===== config.mk =====
export PLATFORM = sky130hd
export DESIGN_NAME = d5m_sensor_stream_gen
export DESIGN_NICKNAME = d
export VERILOG_FILES = /design/src/rtl/d5m_pkg.sv /design/src/rtl/d5m_pattern_gen.sv /design/src/rtl/d5m_sensor_stream_gen.sv
export SDC_FILE = /design/constraint.sdc
export NUM_CORES = 1
export LEC_CHECK = 0
export ABC_AREA = 0
export BUFFER_PORTS_ARGS = -buffer_cell sky130_fd_sc_hd__buf_2
export CAP_MARGIN = 20
export CORE_MARGIN = 2
export CORE_UTILIZATION = 53
export CTS_BUF_LIST = sky130_fd_sc_hd__clkbuf_16
export DETAILED_ROUTE_END_ITERATION = 10
export PLACE_DENSITY = 0.73
export SYNTH_ARGS = -nofsm -noshare
export SYNTH_HDL_FRONTEND = slang
export SYNTH_SLANG_ARGS = --single-unit

===== constraint.sdc =====
create_clock -name clk -period 5.7 [get_ports clk]
set_input_delay 1.71 -clock clk [delete_from_list [all_inputs] [get_ports clk]]
set_output_delay 1.71 -clock clk [all_outputs]
set_load 0.05 [all_outputs]

===== src/rtl/d5m_pkg.sv =====
// d5m_pkg: shared types and helpers for the TRDB-D5M sensor stream generator.
//   pattern_e : test-pattern selector encoding (matches the 2-bit pattern port)
//   state_e   : frame-timing FSM states
//   D5M_DATA_W: default pixel width of the sensor data bus
//   cnt_w()   : width needed to hold counts 0..max-1 of the largest argument
package d5m_pkg;

  localparam int D5M_DATA_W = 12;

  typedef enum logic [1:0] {
    PAT_HRAMP   = 2'd0,
    PAT_VRAMP   = 2'd1,
    PAT_CHECKER = 2'd2,
    PAT_COUNT   = 2'd3
  } pattern_e;

  typedef enum logic [2:0] {
    ST_IDLE   = 3'd0,
    ST_VBLANK = 3'd1,
    ST_LEAD   = 3'd2,
    ST_LINE   = 3'd3,
    ST_HBLANK = 3'd4,
    ST_TRAIL  = 3'd5
  } state_e;

  // Bits needed to count 0..max(a,b,c,d)-1; never less than 1.
  function automatic int cnt_w(input int a, input int b, input int c, input int d);
    int m;
    m = a;
    if (b > m) m = b;
    if (c > m) m = c;
    if (d > m) m = d;
    return (m < 2) ? 1 : $clog2(m);
  endfunction

endpackage


===== src/rtl/d5m_pattern_gen.sv =====
// d5m_pattern_gen: combinational test-pattern source for the D5M stream generator.
// Ports:
//   x, y         in   current pixel column / line inside the active window
//   frame_count  in   completed-frame counter (offset for the running-count pattern)
//   pattern      in   latched pattern select (pattern_e encoding)
//   pixel        out  DATA_W-bit pixel value, truncated to DATA_W
module d5m_pattern_gen
  import d5m_pkg::*;
#(
  parameter int DATA_W = D5M_DATA_W,
  parameter int WIDTH  = 640,
  parameter int X_W    = 10,
  parameter int Y_W    = 9
) (
  input  logic [X_W-1:0]    x,
  input  logic [Y_W-1:0]    y,
  input  logic [15:0]       frame_count,
  input  logic [1:0]        pattern,
  output logic [DATA_W-1:0] pixel
);

  logic [31:0] lin_idx;

  always_comb begin
    // Linear pixel index offset by frame number; wraps naturally on truncation.
    lin_idx = 32'(frame_count) + 32'(y) * 32'(WIDTH) + 32'(x);
    pixel   = '0;
    case (pattern_e'(pattern))
      PAT_HRAMP:   pixel = DATA_W'(x);
      PAT_VRAMP:   pixel = DATA_W'(y);
      PAT_CHECKER: pixel = (x[0] ^ y[0]) ? '0 : '1;
      PAT_COUNT:   pixel = DATA_W'(lin_idx);
      default:     pixel = '0;
    endcase
  end

endmodule


===== src/rtl/d5m_sensor_stream_gen.sv =====
// d5m_sensor_stream_gen: transmit side of the TRDB-D5M pixel interface. Produces
// FRAME_VALID / LINE_VALID / DATA with sensor timing, carrying synthetic patterns.
// Ports:
//   clk          in   single clock, rising edge
//   reset        in   synchronous, active-high; aborts any frame in progress
//   pix_ce       in   pixel tick; timing and sensor outputs advance only when high
//   enable       in   level; starts frames and keeps streaming while high
//   pattern      in   0 h-ramp, 1 v-ramp, 2 checker, 3 running count (sampled per frame)
//   frame_valid  out  sensor FRAME_VALID
//   line_valid   out  sensor LINE_VALID
//   data         out  sensor DATA (0 whenever line_valid is low)
//   frame_done   out  one-clock pulse at the end of every frame
//   frame_count  out  completed frames, wraps at 16 bits
//   busy         out  high whenever the FSM is not idle
module d5m_sensor_stream_gen
  import d5m_pkg::*;
#(
  parameter int DATA_W   = D5M_DATA_W,
  parameter int WIDTH    = 640,
  parameter int HEIGHT   = 480,
  parameter int HBLANK   = 16,
  parameter int VBLANK   = 32,
  parameter int FV_LEAD  = 4,
  parameter int FV_TRAIL = 4
) (
  input  logic              clk,
  input  logic              reset,
  input  logic              pix_ce,
  input  logic              enable,
  input  logic [1:0]        pattern,
  output logic              frame_valid,
  output logic              line_valid,
  output logic [DATA_W-1:0] data,
  output logic              frame_done,
  output logic [15:0]       frame_count,
  output logic              busy
);

  localparam int X_W    = $clog2(WIDTH);
  localparam int Y_W    = $clog2(HEIGHT);
  localparam int TICK_W = cnt_w(VBLANK, HBLANK, FV_LEAD, FV_TRAIL);

  localparam logic [X_W-1:0]    X_LAST    = X_W'(WIDTH - 1);
  localparam logic [Y_W-1:0]    Y_LAST    = Y_W'(HEIGHT - 1);
  localparam logic [TICK_W-1:0] VBL_LOAD  = TICK_W'(VBLANK - 1);
  localparam logic [TICK_W-1:0] HBL_LOAD  = TICK_W'(HBLANK - 1);
  localparam logic [TICK_W-1:0] LEAD_LOAD = TICK_W'(FV_LEAD - 1);
  localparam logic [TICK_W-1:0] TRL_LOAD  = TICK_W'(FV_TRAIL - 1);

  state_e            state_q, state_d;
  logic [TICK_W-1:0] tick_q, tick_d;
  logic [X_W-1:0]    x_q, x_d;
  logic [Y_W-1:0]    y_q, y_d;
  logic [1:0]        pat_q, pat_d;

  logic              emit_fv, emit_lv, frame_end;
  logic [DATA_W-1:0] pixel;

  logic              fv_p1, lv_p1, done_p1;
  logic [DATA_W-1:0] data_p1;
  logic [15:0]       frame_cnt_q;

  d5m_pattern_gen #(
    .DATA_W (DATA_W),
    .WIDTH  (WIDTH),
    .X_W    (X_W),
    .Y_W    (Y_W)
  ) u_pattern_gen (
    .x           (x_q),
    .y           (y_q),
    .frame_count (frame_cnt_q),
    .pattern     (pat_q),
    .pixel       (pixel)
  );

  // The current state describes the sample emitted on this tick; the state
  // register then moves to whatever the next tick must emit.
  always_comb begin
    state_d   = state_q;
    tick_d    = tick_q;
    x_d       = x_q;
    y_d       = y_q;
    pat_d     = pat_q;
    emit_fv   = 1'b0;
    emit_lv   = 1'b0;
    frame_end = 1'b0;
    case (state_q)
      ST_IDLE: begin
        if (enable) begin
          state_d = ST_VBLANK;
          tick_d  = VBL_LOAD;
          pat_d   = pattern;
        end
      end
      ST_VBLANK: begin
        if (tick_q == '0) begin
          state_d = ST_LEAD;
          tick_d  = LEAD_LOAD;
        end else begin
          tick_d = tick_q - TICK_W'(1);
        end
      end
      ST_LEAD: begin
        emit_fv = 1'b1;
        if (tick_q == '0) begin
          state_d = ST_LINE;
          x_d     = '0;
          y_d     = '0;
        end else begin
          tick_d = tick_q - TICK_W'(1);
        end
      end
      ST_LINE: begin
        emit_fv = 1'b1;
        emit_lv = 1'b1;
        if (x_q == X_LAST) begin
          x_d = '0;
          if (y_q == Y_LAST) begin
            state_d = ST_TRAIL;
            tick_d  = TRL_LOAD;
          end else begin
            state_d = ST_HBLANK;
            tick_d  = HBL_LOAD;
          end
        end else begin
          x_d = x_q + X_W'(1);
        end
      end
      ST_HBLANK: begin
        emit_fv = 1'b1;
        if (tick_q == '0) begin
          state_d = ST_LINE;
          x_d     = '0;
          y_d     = y_q + Y_W'(1);
        end else begin
          tick_d = tick_q - TICK_W'(1);
        end
      end
      ST_TRAIL: begin
        emit_fv = 1'b1;
        if (tick_q == '0) begin
          frame_end = 1'b1;
          // enable is only consulted here, so a frame is never cut short.
          if (enable) begin
            state_d = ST_VBLANK;
            tick_d  = VBL_LOAD;
            pat_d   = pattern;
          end else begin
            state_d = ST_IDLE;
          end
        end else begin
          tick_d = tick_q - TICK_W'(1);
        end
      end
      default: state_d = ST_IDLE;
    endcase
  end

  // Output stage p1: registered sensor pins, frozen between pixel ticks.
  always_ff @(posedge clk) begin
    if (reset) begin
      state_q     <= ST_IDLE;
      tick_q      <= '0;
      x_q         <= '0;
      y_q         <= '0;
      pat_q       <= '0;
      fv_p1       <= 1'b0;
      lv_p1       <= 1'b0;
      data_p1     <= '0;
      done_p1     <= 1'b0;
      frame_cnt_q <= '0;
    end else begin
      done_p1 <= 1'b0;
      if (pix_ce) begin
        state_q <= state_d;
        tick_q  <= tick_d;
        x_q     <= x_d;
        y_q     <= y_d;
        pat_q   <= pat_d;
        fv_p1   <= emit_fv;
        lv_p1   <= emit_lv;
        data_p1 <= emit_lv ? pixel : '0;
        if (frame_end) begin
          done_p1     <= 1'b1;
          frame_cnt_q <= frame_cnt_q + 16'd1;
        end
      end
    end
  end

  assign frame_valid = fv_p1;
  assign line_valid  = lv_p1;
  assign data        = data_p1;
  assign frame_done  = done_p1;
  assign frame_count = frame_cnt_q;
  assign busy        = (state_q != ST_IDLE);

endmodule


# --- Word-level counts from Yosys, hierarchy flattened ---
# Index checks and enable logic that the tools add are counted.
classes:
  n_mux: 32
  reduce_logical: 17
  multipliers: 1
  eq_ne: 18
  addsub: 6
  n_bitwise: 2
ops:
  columns: ["cell", "n"]
  rows:
  - ["12-bit one-hot mux with 4 select lines", 1]
  - ["5-bit 2-to-1 mux", 5]
  - ["5-bit one-hot mux with 5 select lines", 1]
  - ["12-bit 2-to-1 mux", 2]
  - ["10-bit 2-to-1 mux", 2]
  - ["10-bit one-hot mux with 2 select lines", 1]
  - ["9-bit 2-to-1 mux", 2]
  - ["9-bit one-hot mux with 2 select lines", 1]
  - ["16-bit by 1-bit adder with 16-bit output, second input constant", 1]
  - ["3-bit 2-to-1 mux", 5]
  - ["3-bit one-hot mux with 5 select lines", 1]
  - ["2-bit inequality test, second input constant", 7]
  - ["12-bit by 10-bit adder with 12-bit output", 1]
  - ["12-bit adder", 1]
  - ["10-bit by 1-bit adder with 10-bit output, second input constant", 1]
  - ["10-bit equality test, second input constant", 1]
  - ["9-bit by 1-bit adder with 9-bit output, second input constant", 1]
  - ["9-bit equality test, second input constant", 1]
  - ["9-bit by 3-bit multiplier with 5-bit output, second input constant", 1]
  - ["4-bit AND reduction", 2]
  - ["1-bit 2-to-1 mux", 7]
  - ["3-bit by 2-bit equality test with 1-bit output, second input constant", 2]
  - ["3-bit equality test, second input constant", 2]
  - ["3-bit AND reduction", 2]
  - ["20 further kinds", 25]
word_totals:
  input_bits: 6
  elab_cells: 86
  output_inout_bits: 32
  register_bits: 60

# --- Longest topological paths before layout ---
logic_depth:
  depth_word: 5
  mapped_depth: 11

# --- By module ---
# From an unflattened synthesis, not the netlist that was laid out.
unflattened:
  hier_cells: 489
  hier_area_um2: 4053.9
modules_own_cells:
  columns: ["module", "area_per_inst_um2", "instances", "cells_each"]
  rows:
  - ["d5m_sensor_stream_gen", 3084.2, 1, 379]
  - ["d5m_pattern_gen", 969.7, 1, 110]

# --- Worst setup path after synthesis ---
# No wires, ideal clock.
synth_path:
  kind: "in2reg"
  start: "input pix_ce"
  end: "register y_q[8]"
  arrival_ns: 2.999
  required_time_ns: 5.630
  slack_ns: 2.631
  cell_stages: 5
  cell_sequence: "clkinv_1 > nor4_4 > nand4_2 > or3_1 > a21oi_1"
synth_via:
  elab_chain_cells: 1
synth_lines:
  columns: ["item", "line", "text"]
  rows:
  - ["start: declaration", "d5m_sensor_stream_gen.sv:28", "input logic pix_ce,"]
  - ["4-bit AND reduction (no source line)", null, null]
  - ["end signal: assignment", "d5m_sensor_stream_gen.sv:178", "y_q <= y_d;"]
  - ["end: declaration", "d5m_sensor_stream_gen.sv:53", "logic [Y_W-1:0] y_q, y_d;"]
# Every way passes these cells.
# A chain may end at the register's enable or synchronous reset.

# --- Worst setup path after layout ---
# Ends and elaborated chain as after synthesis.

==> results.md <==
- Outcome: finished clean
- Synth top area share: 0.303
- 1st-pass router iterations: 5
- Max VDD drop: 0.000215 V
- Gates resized, CTS repair: 0
- Combinational share of power: 0.088
- Max_cap viols: 0
- Root Buffer: clkbuf_16
- Detailed Route WL: 10,600 um
- Sequential Power Share: 0.417
- Primary FF master, synth: dfxtp_1
- Number of antenna violations at the first check in global routing: 0
- Synthesized cell area: 3970 um^2
- Net switching fraction of the power: 0.258
- Detail Route Antenna Nets: 0
- Synth Instances: 495
- P_int: 0.000791 W
- Die Ht: 90.5 um
- Leak: 1.90 nW
- Post-synth EDFFs: 0
- Starting Density: 0.547
- Critical path's largest stage delay: 0.65 ns
- Startpoint types: input pin
- Vias in the first global route: 3,561
- Number of buffers created by CTS: 9
- Clk buf depth: 2
- Clk slew on worst S/H paths: 0.05 ns
- CP Data Required Time: 5.96 ns
- Synth area leaders: dfxtp_1 30%, ha_1 7.9%, nor2_1 6.1%
- Synth async-reset ratio: 0
- # rows: 31
- Hold Path Origin: line_valid
- Vias per inst: 6.01
- Crit end category: flop
- R2r endpoint: data[6]
- Slowest CP cell: nor4_4
- Clock Skew: 0.00723 ns
- Ant diodes: 0
- YS warnings: 0
- Fmax: 0.279 GHz
- Port bufs: 37
- Syn_nets: 530
- I/O Pins: 38
- Seq cells post-synth: 60
- RSZ-0062 raised after global routing: false
- Setup violations, final: 0
- Worst-Margin Slew: 0.981 ns
- Area leader, netlist: dfxtp_1
- Critical path fanouts, max: 17
- Largest net degree at the start of global routing: 49
- Worst R2R Setup Slack: 2.74 ns
- PD cells: 239 nW/um^2
- Unique cell type count in the Yosys netlist: 63
- Grt ovf: 0
- Final #Nets: 556
- HPWL Detailed: 7490 um
- Die width: 90.5 um
- Slew Viols, Final: 0
- Share of post-route cells with drive strength above 1: 0.112
- First-pass GRT wire length: 17,500 um
- CP cell instances: buf_2 -> clkinv_1 -> nor4_4 -> nand4_2 -> or3_1 -> a21oi_1
- CP arrival: 3.85 ns
- Mean Syn Cell Area: 8.02 um^2
- Hold Vio Cnt, Final: 0
- Final Cycle Share: 0.630
- Rel. slew slack: 0.345
- Vias: 3,757
- Worst reg2reg path startpoint: x_q[2]
- Setup tns final: 0 ns
- Switching power: 0.000275 W
- Clock sinks: 60
- Post-CTS Setup Bufs: 0
- Min-Delay Path Depth: 2
- Gr usage total: 0.264
- First-iteration detailed-routing DRC count: 267
- Buf/Inv on CP: 2
- Sequential area share after synthesis: 0.303
- Routed len/inst: 16.9 um
- WHS Endpoint: line_valid
- Inst Count DP: 609
- CTS tree: yes
- DRC Markers: 0
- Clock power frac: 0.495
- Worst R2R Path Depth: 8
- CORE AREA: 7250 um^2
- CTS H-tree depth: 3
- Minimum clock period: 3.59 ns
- Die area: 8190 um^2
- Tightest Hold Check Type: reg2reg
- Clk Latency, worst-skew pair: 0.33 ns
- CTS Hold Bufs: 0
- Finished Layout Cells: 625
- Delay-heaviest family, CP: simple AND/OR/NAND/NOR gates
- WS Path Type: in2reg
- Pwr Total: 0.00107 W
- P&R area growth vs syn: 12.2%
- Placer Congestion: 0.923
## worst reg2reg max path, stage by stage, from the launching register on
cell       delay (ns)
dfxtp_1          0.49
ha_1             0.31
ha_1             0.29
a21o_1           0.16
a2111oi_0        0.76
nor2_1           0.15
a2111oi_0        0.43
o31ai_1          0.14
a21oi_1          0.16
## cells by family (layout without fill, tap and decap cells)
logic type	count (synthesis)	count (layout)	share of synthesized area
AO/OA/AOI/OAI	115	115	0.187
XOR/XNOR	43	43	0.0949
adder cells (fa/ha/maj)	29	29	0.0990
buffers and inverters	47	78	0.0511
flip-flops	60	60	0.303
multiplexers	8	8	0.0202
AND/OR/NAND/NOR	193	193	0.245
## through the flow
step | utilization | instance area (um^2) | worst slack, ns | hold slack, ns
finish | 0.614 | 4450 | 2.11 | 0.469
global route | 0.614 | 4450 | 1.97 | 0.488
CTS | 0.614 | 4450 | 2.17 | 0.470
detailed placement | 0.575 | 4170 | 1.81 | 0.462
global placement | 0.575 | 4170 | 1.89 | 0.456
floorplan | - | 3970 | 2.63 | 0.468
## Yosys cell counts (all sizes together) (2+ instances only)
master / instances
xor2: 22
o22ai: 6
nor4: 5
o211ai: 3
dfxtp: 60
a2111oi: 2
o21ai: 29
nand2b: 5
or4: 2
a21boi: 4
xnor2: 21
nor3: 12
nand3: 11
and4: 3
o2bb2ai: 2
a211oi: 8
buf: 3
o21a: 3
a21o: 4
o41ai: 2
nor2: 65
a31oi: 3
mux2i: 8
a31o: 2
a21oi: 29
nand2: 46
and3: 9
nor2b: 6
nor4b: 3
a311oi: 4
inv: 24
ha: 25
fa: 4
nand4: 14
o31ai: 4
clkbuf: 19
or3: 5
o31a: 2
## cell type report
type / instances / area (um^2)
Clock buffer: 9 / 225
Clock inverter: 7 / 58.8
Tap cell: 99 / 124
Timing Repair Buffer: 37 / 185
Fill cell: 668 / 2800
Sequential cell: 60 / 1200
Multi-Input combinational cell: 388 / 2560
Inverter: 25 / 93.8
## state kept, by name, indices dropped and copies added (netlist names), 2 cells and up
register / flops
frame_count: 16
data: 12
x_q: 10
y_q: 9
tick_q: 5
state_q: 3
pat_q: 2
## metal layers
layer  track usage  vias up  share of wire
met5             0        -              0
met1         0.348     1769           0.44
met4         0.119        0          0.029
li1              -     1825              -
met2         0.419      139           0.47
met3        0.0526       24          0.058
## layout by cell type (no fill, tap or decap), types with 3 or more instances in the layout
cell type / instances
nand4_1: 13
a21oi_1: 28
clkbuf_16: 9
clkinv_1: 3
nand3_1: 11
nor2_1: 65
o22ai_1: 6
a311oi_1: 3
o21a_1: 3
and3_1: 8
and4_1: 3
nand2_1: 46
o211ai_1: 3
buf_2: 37
xor2_1: 22
nor2b_1: 6
or3_1: 5
a211oi_1: 8
a21o_1: 4
a21boi_0: 4
ha_1: 25
o21ai_0: 28
xnor2_1: 21
dfxtp_1: 60
fa_1: 4
a31oi_1: 3
nand2b_1: 5
nor4_1: 4
nor3_1: 12
inv_1: 25
o31ai_1: 4
mux2i_1: 8
## worst max path at each step
stage / slack, ns / start / depth (start not counted) / to
2_1_floorplan: 2.63 / pix_ce / 5 / y_q[8]
3_3_place_gp: 1.89 / pix_ce / 7 / y_q[7]
3_5_place_dp: 1.81 / pix_ce / 6 / y_q[8]
4_1_cts: 2.17 / pix_ce / 6 / y_q[8]
5_1_grt: 1.97 / pix_ce / 7 / frame_count[14]
6_report: 2.11 / pix_ce / 6 / y_q[8]
## power groups by stage
stage | Sequential [W] | Clock, W | Combinational (W)
floorplan | 0.000443 | 0 | 0.0000842
global placement | 0.000452 | 0 | 0.0000904
detailed placement | 0.000453 | 0 | 0.0000921
CTS | 0.000444 | 0.000532 | 0.0000924
global route | 0.000446 | 0.000549 | 0.000104
finish | 0.000444 | 0.000528 | 0.0000937
(Power assumes the default switching activity.)
